$ cat config.mk
export PLATFORM = sky130hd
export DESIGN_NAME = pcie_axi_fence_unit
export DESIGN_NICKNAME = d
export VERILOG_FILES = /design/src/rtl/pcie_axi_fence_unit.sv
export SDC_FILE = /design/constraint.sdc
export NUM_CORES = 1
export LEC_CHECK = 0
export ABC_AREA = 1
export CORE_ASPECT_RATIO = 0.8
export CORE_MARGIN = 5
export CORE_UTILIZATION = 51
export DETAILED_ROUTE_END_ITERATION = 6
export PLACE_DENSITY_LB_ADDON = 0.25
export SLEW_MARGIN = 20
export SYNTH_ARGS = -nofsm -noshare
export SYNTH_HDL_FRONTEND = slang
export SYNTH_SLANG_ARGS = --single-unit
$ cat constraint.sdc
create_clock -name i_clk -period 2.6 [get_ports i_clk]
set_input_delay 0.52 -clock i_clk [delete_from_list [all_inputs] [get_ports i_clk]]
set_output_delay 0.52 -clock i_clk [all_outputs]
set_load 0.02 [all_outputs]
$ cat src/rtl/pcie_axi_fence_unit.sv
// Write-fence tracker for the PCIe initiator AXI write path.
// Counts outstanding AWs per ID-selected group and drains a group on fence request.
//
// Ports:
//   i_clk, i_rst_n             clock, async active-low reset
//   i_s_aw_valid/o_s_aw_ready  upstream AW handshake (ID/payload routed around)
//   i_s_aw_id                  upstream AW ID, selects the fence group
//   o_m_aw_valid/i_m_aw_ready  downstream AW handshake
//   i_b_valid/i_b_ready/i_b_id observed B channel
//   i_fence_req                per-group fence request (level or pulse)
//   o_fence_busy               group draining
//   o_fence_done               one-cycle drain completion pulse
//   o_fence_timeout            sticky drain timeout
//   o_cnt_underflow            sticky B-without-AW error
//   i_err_clear                clears sticky flags
//   o_outstanding              per-group counters, group g at [g*OUTST_W +: OUTST_W]
module pcie_axi_fence_unit #(
    parameter int N_FENCES       = 4,
    parameter int ID_W           = 7,
    parameter int FENCE_SEL_LSB  = 0,
    parameter int OUTST_W        = 8,
    parameter int TIMEOUT_CYCLES = 1024
) (
    input  logic                        i_clk,
    input  logic                        i_rst_n,
    input  logic                        i_s_aw_valid,
    output logic                        o_s_aw_ready,
    input  logic [ID_W-1:0]             i_s_aw_id,
    output logic                        o_m_aw_valid,
    input  logic                        i_m_aw_ready,
    input  logic                        i_b_valid,
    input  logic                        i_b_ready,
    input  logic [ID_W-1:0]             i_b_id,
    input  logic [N_FENCES-1:0]         i_fence_req,
    output logic [N_FENCES-1:0]         o_fence_busy,
    output logic [N_FENCES-1:0]         o_fence_done,
    output logic [N_FENCES-1:0]         o_fence_timeout,
    output logic [N_FENCES-1:0]         o_cnt_underflow,
    input  logic                        i_err_clear,
    output logic [N_FENCES*OUTST_W-1:0] o_outstanding
);

    localparam int SEL_W = $clog2(N_FENCES);
    localparam int TMR_W = (TIMEOUT_CYCLES > 1) ? $clog2(TIMEOUT_CYCLES) : 1;
    localparam bit TMO_EN = (TIMEOUT_CYCLES != 0);
    localparam logic [TMR_W-1:0] TMR_LAST =
        TMR_W'((TIMEOUT_CYCLES > 0) ? TIMEOUT_CYCLES - 1 : 0);
    localparam logic [OUTST_W-1:0] CNT_MAX = '1;

    typedef enum logic {
        IDLE  = 1'b0,
        DRAIN = 1'b1
    } fence_state_e;

    fence_state_e                       state_q [N_FENCES];
    fence_state_e                       state_d [N_FENCES];
    logic [N_FENCES-1:0][OUTST_W-1:0]   cnt_q;
    logic [N_FENCES-1:0][OUTST_W-1:0]   cnt_d;
    logic [N_FENCES-1:0][TMR_W-1:0]     tmr_q;
    logic [N_FENCES-1:0][TMR_W-1:0]     tmr_d;
    logic [N_FENCES-1:0]                inc;
    logic [N_FENCES-1:0]                dec;
    logic [N_FENCES-1:0]                done_d;
    logic [N_FENCES-1:0]                done_q;
    logic [N_FENCES-1:0]                tmo_set;
    logic [N_FENCES-1:0]                tmo_q;
    logic [N_FENCES-1:0]                unf_set;
    logic [N_FENCES-1:0]                unf_q;

    logic [SEL_W-1:0] ga;
    logic [SEL_W-1:0] gb;
    logic             blk;
    logic             aw_fire;
    logic             b_fire;
    logic             unused_id;

    assign ga = i_s_aw_id[FENCE_SEL_LSB +: SEL_W];
    assign gb = i_b_id[FENCE_SEL_LSB +: SEL_W];

    // ID bits outside the group slice are carried around the block.
    assign unused_id = ^{i_s_aw_id, i_b_id};

    // A draining group or a saturated counter holds off that group's AWs.
    assign blk = (state_q[ga] == DRAIN) || (cnt_q[ga] == CNT_MAX);

    assign o_m_aw_valid = i_s_aw_valid & ~blk;
    assign o_s_aw_ready = i_m_aw_ready & ~blk;

    assign aw_fire = o_m_aw_valid & i_m_aw_ready;
    assign b_fire  = i_b_valid & i_b_ready;

    always_comb begin
        inc = '0;
        dec = '0;
        for (int g = 0; g < N_FENCES; g++) begin
            inc[g] = aw_fire && (ga == SEL_W'(g));
            dec[g] = b_fire && (gb == SEL_W'(g));
        end
    end

    // Counter update; a B with an empty counter is flagged, count held at 0.
    always_comb begin
        cnt_d   = cnt_q;
        unf_set = '0;
        for (int g = 0; g < N_FENCES; g++) begin
            if (inc[g] && !dec[g]) begin
                cnt_d[g] = cnt_q[g] + 1'b1;
            end else if (dec[g] && !inc[g]) begin
                if (cnt_q[g] == '0) begin
                    unf_set[g] = 1'b1;
                end else begin
                    cnt_d[g] = cnt_q[g] - 1'b1;
                end
            end
        end
    end

    // Per-group fence FSM; drain check looks at the registered count.
    always_comb begin
        state_d = state_q;
        tmr_d   = tmr_q;
        done_d  = '0;
        tmo_set = '0;
        for (int g = 0; g < N_FENCES; g++) begin
            unique case (state_q[g])
                IDLE: begin
                    if (i_fence_req[g]) begin
                        state_d[g] = DRAIN;
                        tmr_d[g]   = '0;
                    end
                end
                DRAIN: begin
                    if (cnt_q[g] == '0) begin
                        state_d[g] = IDLE;
                        done_d[g]  = 1'b1;
                    end else if (TMO_EN) begin
                        if (tmr_q[g] == TMR_LAST) begin
                            tmo_set[g] = 1'b1;
                        end else begin
                            tmr_d[g] = tmr_q[g] + 1'b1;
                        end
                    end
                end
                default: state_d[g] = IDLE;
            endcase
        end
    end

    always_ff @(posedge i_clk or negedge i_rst_n) begin
        if (!i_rst_n) begin
            state_q <= '{default: IDLE};
            cnt_q   <= '0;
            tmr_q   <= '0;
            done_q  <= '0;
            tmo_q   <= '0;
            unf_q   <= '0;
        end else begin
            state_q <= state_d;
            cnt_q   <= cnt_d;
            tmr_q   <= tmr_d;
            done_q  <= done_d;
            // Set has priority over a same-cycle clear.
            tmo_q   <= tmo_set | (tmo_q & ~{N_FENCES{i_err_clear}});
            unf_q   <= unf_set | (unf_q & ~{N_FENCES{i_err_clear}});
        end
    end

    always_comb begin
        o_fence_busy = '0;
        for (int g = 0; g < N_FENCES; g++) begin
            o_fence_busy[g] = (state_q[g] == DRAIN);
        end
    end

    assign o_fence_done    = done_q;
    assign o_fence_timeout = tmo_q;
    assign o_cnt_underflow = unf_q;
    assign o_outstanding   = cnt_q;

endmodule

==> impl_results.md <==
* CP required at 2.83 ns
* Clock sink count at 88
* Largest area contributor in the netlist: dfrtp_1
* Yosys warning count at 0
* GRT overflow at 0
* Number of CTS-inserted buffers at 9
* Post-Route Utilization at 73.4%
* Die height at 106 um
* Slew headroom at 60.5%
* RSZ-0062 raised after global routing: yes
* First-pass GRT wire length at 27.7 mm
* Endpoint class of the critical path: flip-flop
* Number of diodes at 0
* Fin cells at between 1000 and 1500
* Max-cap violations at 0
* Tightest Hold Check Type: in -> async
* WS Path Type: in -> reg
* RePlAce Congestion at 0.917
* Final WS setup at -0.175 ns
* Synthesized net count at about 850
* CTS root buf: clkbuf_16
* Synth area leaders: dfrtp_1 38%, nand2_1 16%, ha_1 7.7%, inv_1 5.1%, nor2_1 4.2%
* Post-synthesis sequential area ratio at a little under two fifths
* Worst r2r src: o_outstanding[13]
* Setup Viol. Count Final at 18
* Fin. max-slew vios at 0
* Number of global-route vias before repair at around 6000
* Via count at 5932
* Top-Level Pins at 75
* Initial antenna violation count at 0
* Outcome: finished with violations
* Worst Skew at 0.00677 ns
* DP Wirelength at roughly 12 mm
* Fmax at between 0.3 and 0.4 GHz
* CTS H-tree depth at 3
* Top cell type's share of synthesized area at 37.5%
* Number of fill cells at 815
* Synth Area in Compound Gates at approximately a tenth
* Clock-pin slew on the worst setup and hold paths at 0.06 ns
* Ratio of cells with drive above 1 in the final layout at 27.2%
* Critical Path AT at 3.01 ns
* Reg2Reg Depth at 20
* Placed cell count at approximately 1100
* Chip Width at 130 um
* Peak supply drop at between 0.7 and 0.8 mV
* Worst-path fanout max at 8
* Drt first pass iters at 5
* NumNets Final at 1022
* CTS hold repair buffers at 0
* Min Clock Period, post-route at 2.78 ns
* Simple-gate share of the synthesized area at 31.3%
* Number of routed nets with antenna violations at 0
* TNS Setup at -1.55 ns
* FF-to-FF setup slack at -0.11 ns
* Worst-Skew Late Latency at 0.34 ns
* Adder and majority cell fraction of the synthesized area at 9.04%
* WL per Instance at between 15 and 20 um
* Initial drt markers at 320
* FF+latch count, synth at between 80 and 90
* Starting Density at 51.6%
* Startpoint Class: input port
* Gate Count Post-Synth at 780
* Area of the mapped netlist at 5870 sq um
* Total track usage at 24.9%
* Maximum clock path buffer count at 2
* Largest family of logic cells by synthesized area: simple AND/OR/NAND/NOR gates
* Dpl ws at -0.942 ns
* CTS tree: built
* Avg Synthesized Cell Area at 7.53 sq um
* Final Hold Vio Count at 0
* Least-Margin Pin Slew at approximately 0.59 ns
* Number of port buffers at 64
* Detailed Route WL at roughly 17 mm
* Detailed-route DRC error count at 0
* Tcrit/Tclk final at 107%
* Die area at 13800 sq um
* Largest net degree at the start of global routing at 45
* RR Endpoint: o_outstanding[30]
* Pwr dens at 1150 nW/um^2
* Failing checks: setup timing
* Post-synth cell types at 41
* Core area at 11400 sq um
* Layout area overhead at 42.4%
* Lkg Pwr at 0.00400 uW
* Synth Area in XOR/XNOR at under 10%
* Site row count at 35
* Mux contribution to synthesized area at 0%
* Vias per cell at approximately 5.3
[cell families after synthesis]
logic type	count (synthesis)
and+or+nand+nor	418
AOI/OAI and AO/OA	108
adders and majority gates	40
DFF	88
xor gates and xnor gates	30
buffers and inverters	96
[how the worst max path moves through the flow]
stage	start	cells after the start	endpoint	slack, ns
after floorplan	i_s_aw_id[0]	21	o_outstanding[22]	-0.05
after global placement	i_s_aw_id[0]	22	o_outstanding[14]	-0.88
after detailed placement	i_s_aw_id[0]	22	o_outstanding[14]	-0.94
after CTS	i_s_aw_id[0]	23	o_outstanding[7]	-0.03
after global routing	i_s_aw_id[0]	22	o_outstanding[13]	-0.34
final	i_s_aw_id[0]	19	o_outstanding[30]	-0.18
[worst max-delay path: stages]
cell,delay [ns]
buf_12,0.10
buf_12,0.15
inv_8,0.05
nand2_1,0.15
o22ai_1,0.12
nor2_1,0.16
nand4_1,0.17
buf_6,0.18
nor2_4,0.12
ha_4,0.18
inv_8,0.06
fa_2,0.37
nand3_2,0.07
nand3_2,0.09
nand2_2,0.09
a21oi_2,0.06
or2_4,0.23
nand3_2,0.05
nand2_1,0.04
[through the flow]
stage / power (uW) / instance area [sq um] / hold slack (ns)
after detailed placement: 7490 / 7520 / 0.507
after CTS: 9180 / 8110 / 0.195
final: 9620 / 8360 / 0.176
after global placement: 7290 / 7520 / 0.489
after global routing: 10400 / 8360 / 0.222
after floorplan: 5350 / 6060 / 0.224
[synthesized netlist by cell type (all sizes together)]
cell    instances
nand2         258
a31oi           3
a211oi          2
buf             9
a21oi          23
nor3            9
o21ai          62
clkinv          1
o21bai          3
ha             36
xor2           18
xnor2          12
o22ai           9
a21o            2
or2             9
nor2           76
clkbuf          2
nor3b           4
nand3b          6
nand3          51
inv            84
nand4           5
fa              4
a21boi          4
dfrtp          88
[routing by layer]
metal,up-vias,GRT usage (%),part of all wire [%]
li1,2876,-,-
met1,2851,31.4,42
met2,171,42.7,51
met3,34,4.62,4.9
met4,0,8.38,2.2
met5,-,0,0
[area by class of cell]
class / count / area, sq um / share of cell area, %
clock buffer: 12 / 246 / 2.95
multi-input combinational: 596 / 3730 / 44.6
timing repair buffer: 175 / 1540 / 18.5
tap: 148 / 185 / 2.21
sequential: 88 / 2200 / 26.3
inverter: 85 / 364 / 4.35
timing repair inverter: 2 / 16.3 / 0.195
clock inverter: 4 / 76.3 / 0.913
[timing repair]
item | CTS | global route
gates resized for setup | 51 | 56
pin swaps | 24 | 19
setup endpoints to repair | 34 | 23
gates cloned | 4 | 0
buffers inserted | 8 | 3
[cells in the final DEF (no fill, tap or decap), types with 5 or more instances in the layout]
cell,count
dfrtp_1,88
ha_1,16
xor2_1,18
nand3_1,39
ha_4,19
xnor2_1,9
nor2_2,10
buf_4,106
nand2_2,32
o22ai_1,8
o21ai_1,26
a21oi_1,17
nand2_1,222
clkdlybuf4s50_1,59
a21oi_2,5
nor2_1,60
clkbuf_16,9
nand3b_1,6
or2_2,5
o21ai_2,8
nand3_2,10
nor2_4,6
nor3_1,7
o21ai_0,28
inv_1,75
[registers in the layout, summed over array words and instances (netlist names)]
| signal | cells |
|---|---|
| tmr_q | 40 |
| o_fence_busy | 4 |
| o_cnt_underflow | 4 |
| o_outstanding | 32 |
| o_fence_done | 4 |
| o_fence_timeout | 4 |
[power breakdown]
part / internal [uW] / total [uW] / switching, uW
clock network: 873 / 1410 / 540
registers: 1850 / 2280 / 426
logic: 2840 / 5930 / 3090
total: 5570 / 9620 / 4050
Note: power is estimated with default switching activity, not from simulation.
